--- src/rtl/pc_sequencer_if.sv ---
// Bundle between the control unit/ALU/memories and the PC sequencer.
// Optional INSTR_COUNT signal exists only when PC_INSTR_COUNT_EN is defined.
interface pc_sequencer_if;
  // BUSYWAIT has stall semantics, not valid/ready: while it is high at a rising
  // edge the PC does not advance. A redirect seen in the first busy cycle is held
  // and applied at the first edge that samples BUSYWAIT low.
  logic        BUSYWAIT;
  logic        JUMP;
  logic        BRANCH;
  logic        ZERO;
  logic [7:0]  OFFSET;
  logic [31:0] PC;
  logic        FETCH_EN;
  logic        STALLED;
  logic [1:0]  STATE;
  logic        PEND;
`ifdef PC_INSTR_COUNT_EN
  logic [31:0] INSTR_COUNT;
`endif

  modport master (
    output BUSYWAIT, JUMP, BRANCH, ZERO, OFFSET,
    input  PC, FETCH_EN, STALLED, STATE, PEND
`ifdef PC_INSTR_COUNT_EN
    , input INSTR_COUNT
`endif
  );

  modport slave (
    input  BUSYWAIT, JUMP, BRANCH, ZERO, OFFSET,
    output PC, FETCH_EN, STALLED, STATE, PEND
`ifdef PC_INSTR_COUNT_EN
    , output INSTR_COUNT
`endif
  );
endinterface

--- src/rtl/pc_sequencer.sv ---
// PC register and next-PC selection (PC+4, jump, taken branch) with stall hold.
// Define PC_INSTR_COUNT_EN to add the retired-instruction counter INSTR_COUNT.
module pc_sequencer #(
  parameter logic [31:0] RESET_PC = 32'h0000_0000
) (
  input  logic          CLK,
  input  logic          RESET,
  pc_sequencer_if.slave bus
);

  typedef enum logic [1:0] {
    BOOT  = 2'd0,
    RUN   = 2'd1,
    STALL = 2'd2
  } state_t;

  state_t      state;
  logic [31:0] pc;
  logic        pend;
  logic [31:0] pend_tgt;
  logic        fetch_en;
  logic        stalled;

  logic [31:0] seq;
  logic [31:0] tgt;
  logic [31:0] offset_bytes;
  logic        redirect;
  logic [31:0] next_pc;

`ifdef PC_INSTR_COUNT_EN
  logic [31:0] instr_count;
`endif

  // OFFSET is a signed word offset; scale to bytes after sign extension.
  always_comb begin
    seq          = pc + 32'd4;
    offset_bytes = {{22{bus.OFFSET[7]}}, bus.OFFSET, 2'b00};
    tgt          = seq + offset_bytes;
    redirect     = bus.JUMP | (bus.BRANCH & bus.ZERO);
    next_pc      = redirect ? tgt : seq;
  end

  always_ff @(posedge CLK) begin
    if (RESET) begin
      state    <= BOOT;
      pc       <= RESET_PC;
      pend     <= 1'b0;
      pend_tgt <= 32'h0000_0000;
      fetch_en <= 1'b0;
      stalled  <= 1'b0;
`ifdef PC_INSTR_COUNT_EN
      instr_count <= 32'h0000_0000;
`endif
    end else begin
      case (state)
        BOOT: begin
          state    <= RUN;
          fetch_en <= 1'b1;
          stalled  <= 1'b0;
        end
        RUN: begin
          fetch_en <= 1'b1;
          if (bus.BUSYWAIT) begin
            // Capture the outcome now; control inputs are ignored until release.
            pend     <= 1'b1;
            pend_tgt <= next_pc;
            state    <= STALL;
            stalled  <= 1'b1;
          end else begin
            pc      <= next_pc;
            stalled <= 1'b0;
`ifdef PC_INSTR_COUNT_EN
            instr_count <= instr_count + 32'd1;
`endif
          end
        end
        STALL: begin
          fetch_en <= 1'b1;
          if (!bus.BUSYWAIT) begin
            pc      <= pend_tgt;
            pend    <= 1'b0;
            state   <= RUN;
            stalled <= 1'b0;
`ifdef PC_INSTR_COUNT_EN
            instr_count <= instr_count + 32'd1;
`endif
          end
        end
        default: begin
          state    <= BOOT;
          pc       <= RESET_PC;
          pend     <= 1'b0;
          fetch_en <= 1'b0;
          stalled  <= 1'b0;
        end
      endcase
    end
  end

  assign bus.PC       = pc;
  assign bus.FETCH_EN = fetch_en;
  assign bus.STALLED  = stalled;
  assign bus.STATE    = state;
  assign bus.PEND     = pend;
`ifdef PC_INSTR_COUNT_EN
  assign bus.INSTR_COUNT = instr_count;
`endif

endmodule

--- src/flat_wrapper.sv ---
// flat-port wrapper written by rule: the top's interface ports become plain ports
module pc_sequencer_flat 
#(
  parameter logic [31:0] RESET_PC = 32'h0000_0000
)
  (CLK, RESET, bus_BUSYWAIT, bus_JUMP, bus_BRANCH, bus_ZERO, bus_OFFSET, bus_PC, bus_FETCH_EN, bus_STALLED, bus_STATE, bus_PEND);
  pc_sequencer_if bus_i ();
  input  logic CLK;
  input  logic RESET;
  input wire logic [$bits(bus_i.BUSYWAIT)-1:0] bus_BUSYWAIT;
  input wire logic [$bits(bus_i.JUMP)-1:0] bus_JUMP;
  input wire logic [$bits(bus_i.BRANCH)-1:0] bus_BRANCH;
  input wire logic [$bits(bus_i.ZERO)-1:0] bus_ZERO;
  input wire logic [$bits(bus_i.OFFSET)-1:0] bus_OFFSET;
  output wire logic [$bits(bus_i.PC)-1:0] bus_PC;
  output wire logic [$bits(bus_i.FETCH_EN)-1:0] bus_FETCH_EN;
  output wire logic [$bits(bus_i.STALLED)-1:0] bus_STALLED;
  output wire logic [$bits(bus_i.STATE)-1:0] bus_STATE;
  output wire logic [$bits(bus_i.PEND)-1:0] bus_PEND;
  assign bus_i.BUSYWAIT = bus_BUSYWAIT;
  assign bus_i.JUMP = bus_JUMP;
  assign bus_i.BRANCH = bus_BRANCH;
  assign bus_i.ZERO = bus_ZERO;
  assign bus_i.OFFSET = bus_OFFSET;
  assign bus_PC = bus_i.PC;
  assign bus_FETCH_EN = bus_i.FETCH_EN;
  assign bus_STALLED = bus_i.STALLED;
  assign bus_STATE = bus_i.STATE;
  assign bus_PEND = bus_i.PEND;
  pc_sequencer #(.RESET_PC(RESET_PC)) u_core (.CLK(CLK), .RESET(RESET), .bus(bus_i));
endmodule
--- config.mk ---
export PLATFORM = sky130hd
export DESIGN_NAME = pc_sequencer_flat
export DESIGN_NICKNAME = d
export VERILOG_FILES = /design/src/rtl/pc_sequencer_if.sv /design/src/rtl/pc_sequencer.sv /design/src/flat_wrapper.sv
export SDC_FILE = /design/constraint.sdc
export NUM_CORES = 1
export LEC_CHECK = 0
export CAP_MARGIN = 10
export CORE_ASPECT_RATIO = 1.5
export CORE_MARGIN = 8
export CORE_UTILIZATION = 50
export DETAILED_ROUTE_END_ITERATION = 12
export GPL_ROUTABILITY_DRIVEN = 0
export GPL_TIMING_DRIVEN = 0
export PLACE_DENSITY = 0.78
export SYNTH_ARGS = -nofsm -noshare
export SYNTH_HDL_FRONTEND = slang
export SYNTH_SLANG_ARGS = --single-unit
export TNS_END_PERCENT = 1
--- constraint.sdc ---
create_clock -name CLK -period 5.7 [get_ports CLK]
set_input_delay 0.855 -clock CLK [delete_from_list [all_inputs] [get_ports CLK]]
set_output_delay 0.855 -clock CLK [all_outputs]
set_load 0.02 [all_outputs]
==> impl_metrics.py <==
metrics = {
    "timing": {
        "worst_pin_slew_ps": 1266,
        "fmax_mhz": 217.6,
        "min_period_over_period_pct": 80.64,
        "finalHoldViolCount": 0,
        "finalSetupViolCount": 0,
        "maxSlewViolCount": 0,
        "slew_headroom_pct": 15.36,
        "finalSetupTns_ps": 0,
        "skew_ps": 7.577,
        "min_period_ps": 4596,
        "fin_ws_ps": 1104,
        "rsz0062_at_grt": "false",
    },
    "clocking": {
        "post_cts_buffers": 0,
        "cts.htree.levels": 3,
        "cts_tree": "done",
        "cts_num_sinks": 69,
        "cts_buffers": 9,
        "clk_path_buf_depth": 2,
        "root_buffer": "clkbuf_16",
        "clk_pin_slew_ps": 60,
        "post_cts_resized": 0,
        "clk_latency_ps": 330,
        "cts_hold_buf": 0,
    },
    "hold_path": {
        "worstHoldStart": "u_core.pend_tgt[3]",
        "holdPathStages": 2,
        "hold_path_end": "u_core.pend_tgt[3]",
        "hp-class": "reg2reg",
    },
    "placement": {
        "place_ws_ps": 970.6,
        "io_buffers": 49,
        "dp_hpwl_um": 13360,
    },
    "setup_path": {
        "rrSetupSlack_ps": 1100,
        "reg2reg_to": "u_core.bus.PC[31]",
        "worstPathRequired_ps": 5920,
        "critPathMaxFanout": 9,
        "worstRegToRegCells": 15,
        "arrival_ps": 4820,
        "critPathLaunchType": "flip-flop",
        "end_kind": "flip-flop",
        "worstSetupPathType": "reg2reg",
        "timing.rr.start": "u_core.bus.PC[2]",
    },
    "logic_synthesis": {
        "ys_seq_area_share_pct": 25.22,
        "ys_types": 79,
        "yosys.cell_count.top_type": "nor2_1",
        "syn-instance-count": 692,
        "synth_warnings": 0,
        "synth_edf_count": 0,
        "avgSynthCellArea_sq_um": 7.914,
        "ys_ff_latch": 69,
        "syn_nets": 746,
        "yosysTopAreaCellShare_pct": 25.22,
        "yosysTopAreaCell": "dfxtp_1",
        "ys_top_cells_by_area": "dfxtp_1 (25%), ha_1 (8.9%), nor2_1 (5.1%), a21oi_1 (5.0%), nand2_1 (4.4%)",
        "synth_area_sq_mm": 0.005477,
        "synth_flop_cell": "dfxtp_1",
        "ys_async_sr_fraction_pct": 0,
        "synth_common_cells": "nor2_1 (75), dfxtp_1 (69), nand2_1 (64)",
    },
    "route": {
        "vias": 5710,
        "antenna_left": 0,
        "drc": 0,
        "drt_pre_antenna_iters": 5,
        "post_drt_wl_per_cell_um": 19.23,
        "routed_wl_um": 17380,
        "first_iter_violations": 546,
        "viasPerCell": 6.316,
    },
    "final_layout": {
        "fin_nets": 806,
        "seqCellArea_sq_mm": 0.001381,
        "area_delta_synth_final_pct": 17.82,
        "multi_input_area_sq_mm": 0.003761,
        "drive_above_1_share_pct": 7.266,
        "fillCellCount": 975,
        "diodes": 0,
    },
    "die": {
        "placementRows": 47,
        "ios": 51,
        "dieHeight_um": 144.2,
        "coreArea_sq_mm": 0.01088,
        "start_util_pct": 50.34,
        "die-width_um": 101.5,
        "dieArea_sq_mm": 0.01463,
    },
    "grt": {
        "grt_usage_pct": 23.69,
        "grt_max_degree": 27,
        "antenna_found_initial": 0,
        "overflow": 0,
        "grt_pass1_wl_um": 27370,
        "first_global_vias": 5506,
    },
    "power_and_ir_drop": {
        "power.leakage_nw": 2.563,
        "cellPowerDensity_mw_per_mm2": 232.7,
        "max-vdd-ir-drop_uv": 248.9,
    },
    "flow_run": {
        "drv_cap": 0,
    },
    "status": {
        "status": "completed",
    },
}
[critical path: stages, from the launching register on]
cell     delay (ps)
dfxtp_1         530
ha_1            280
and2_1          200
nand4_1         340
inv_1           170
nand2_1          80
xnor2_1         540
ha_1            400
and4_1          220
and2_1          160
a22o_1          260
o21ba_2         270
a21oi_1         250
xor2_1          160
or3_1           420
a31o_1          220
[layout by cell type (no fill, tap or decap), types with 4 or more instances in the layout]
cell type        count
a211oi_1            22
a21o_1              14
a21oi_1             55
a22o_1               4
a22oi_1             19
a31oi_1              5
and2_1               8
and3_1               7
and4_1               4
buf_4                4
clkbuf_1            28
clkbuf_16            9
clkbuf_8             8
clkdlybuf4s50_1     49
dfxtp_1             69
ha_1                39
inv_1               16
mux2i_1              9
nand2_1             64
nand2b_1             6
nand3_1             27
nand3b_1             6
nand4_1             16
nor2_1              75
nor3_1              17
nor3b_1              5
nor4_1               4
o21ai_0             31
o21ai_1              6
o22ai_1              7
o31a_1               4
o31ai_1              5
or3_1                6
xnor2_1             27
xor2_1              17
[state kept, by name (all words and copies together), names as in the netlist]
register             cells
u_core.bus.FETCH_EN      1
u_core.pend_tgt         32
u_core.bus.STALLED       1
u_core.bus.STATE         2
u_core.bus.PC           32
u_core.bus.PEND          1
[stage by stage]
step	std cells	hold slack, ps	cell area [sq um]	power, mW	utilization [%]
after detailed placement	888	451.4	6151	0.9424	56.54
after global placement	888	442.2	6151	0.9288	56.54
after CTS	904	464.9	6452	1.492	59.31
after global routing	904	488.4	6452	1.563	59.31
after floorplan	692	436.6	5477	0.8174	-
final	904	468.3	6452	1.502	59.31
[cell families after synthesis]
| logic type | after synthesis | share of synthesized area (%) |
|---|---|---|
| xor gates and xnor gates | 45 | 7.334 |
| AOI/OAI and AO/OA | 207 | 25.75 |
| buffers and inverters | 60 | 6.100 |
| muxes | 10 | 1.851 |
| and+or+nand+nor | 261 | 24.47 |
| DFF | 69 | 25.22 |
| adders and majority gates | 40 | 9.276 |
[per-layer routing]
layer  GRT usage, %  share of wire, %
met5              0                 0
met4          14.58               5.0
met3          3.181               5.2
met2          43.25                52
met1          24.86                38
[worst max-delay path by stage]
| stage | from | to | slack (ps) | depth (start not counted) |
|---|---|---|---|---|
| floorplan | u_core.bus.PC[2] | u_core.bus.PC[31] | 1980 | 16 |
| global placement | bus_OFFSET[7] | u_core.pend_tgt[24] | 1000 | 11 |
| detailed placement | bus_OFFSET[7] | u_core.pend_tgt[29] | 970 | 11 |
| CTS | u_core.bus.PC[2] | u_core.bus.PC[31] | 1250 | 15 |
| global route | u_core.bus.PC[2] | u_core.bus.PC[31] | 930 | 15 |
| finish | u_core.bus.PC[2] | u_core.bus.PC[31] | 1100 | 15 |
[final cells by class]
cell class	instances	share of cell area [%]
plain buffers	44	4.247
clock buffers	10	3.704
clock inverters	6	0.9696
inverters	16	0.9308
multi-input cells	563	58.29
flip-flops and latches	69	21.41
well taps	147	2.850
repair buffers	49	7.601
[where the power goes]
group	switching (mW)	total [mW]	leakage, nW	internal [mW]
Combinational	0.253	0.399	1.85	0.146
Sequential	0.0296	0.547	0.560	0.517
Clock	0.207	0.556	0.152	0.349
Total	0.490	1.50	2.56	1.01
(Power assumes the default switching activity.)
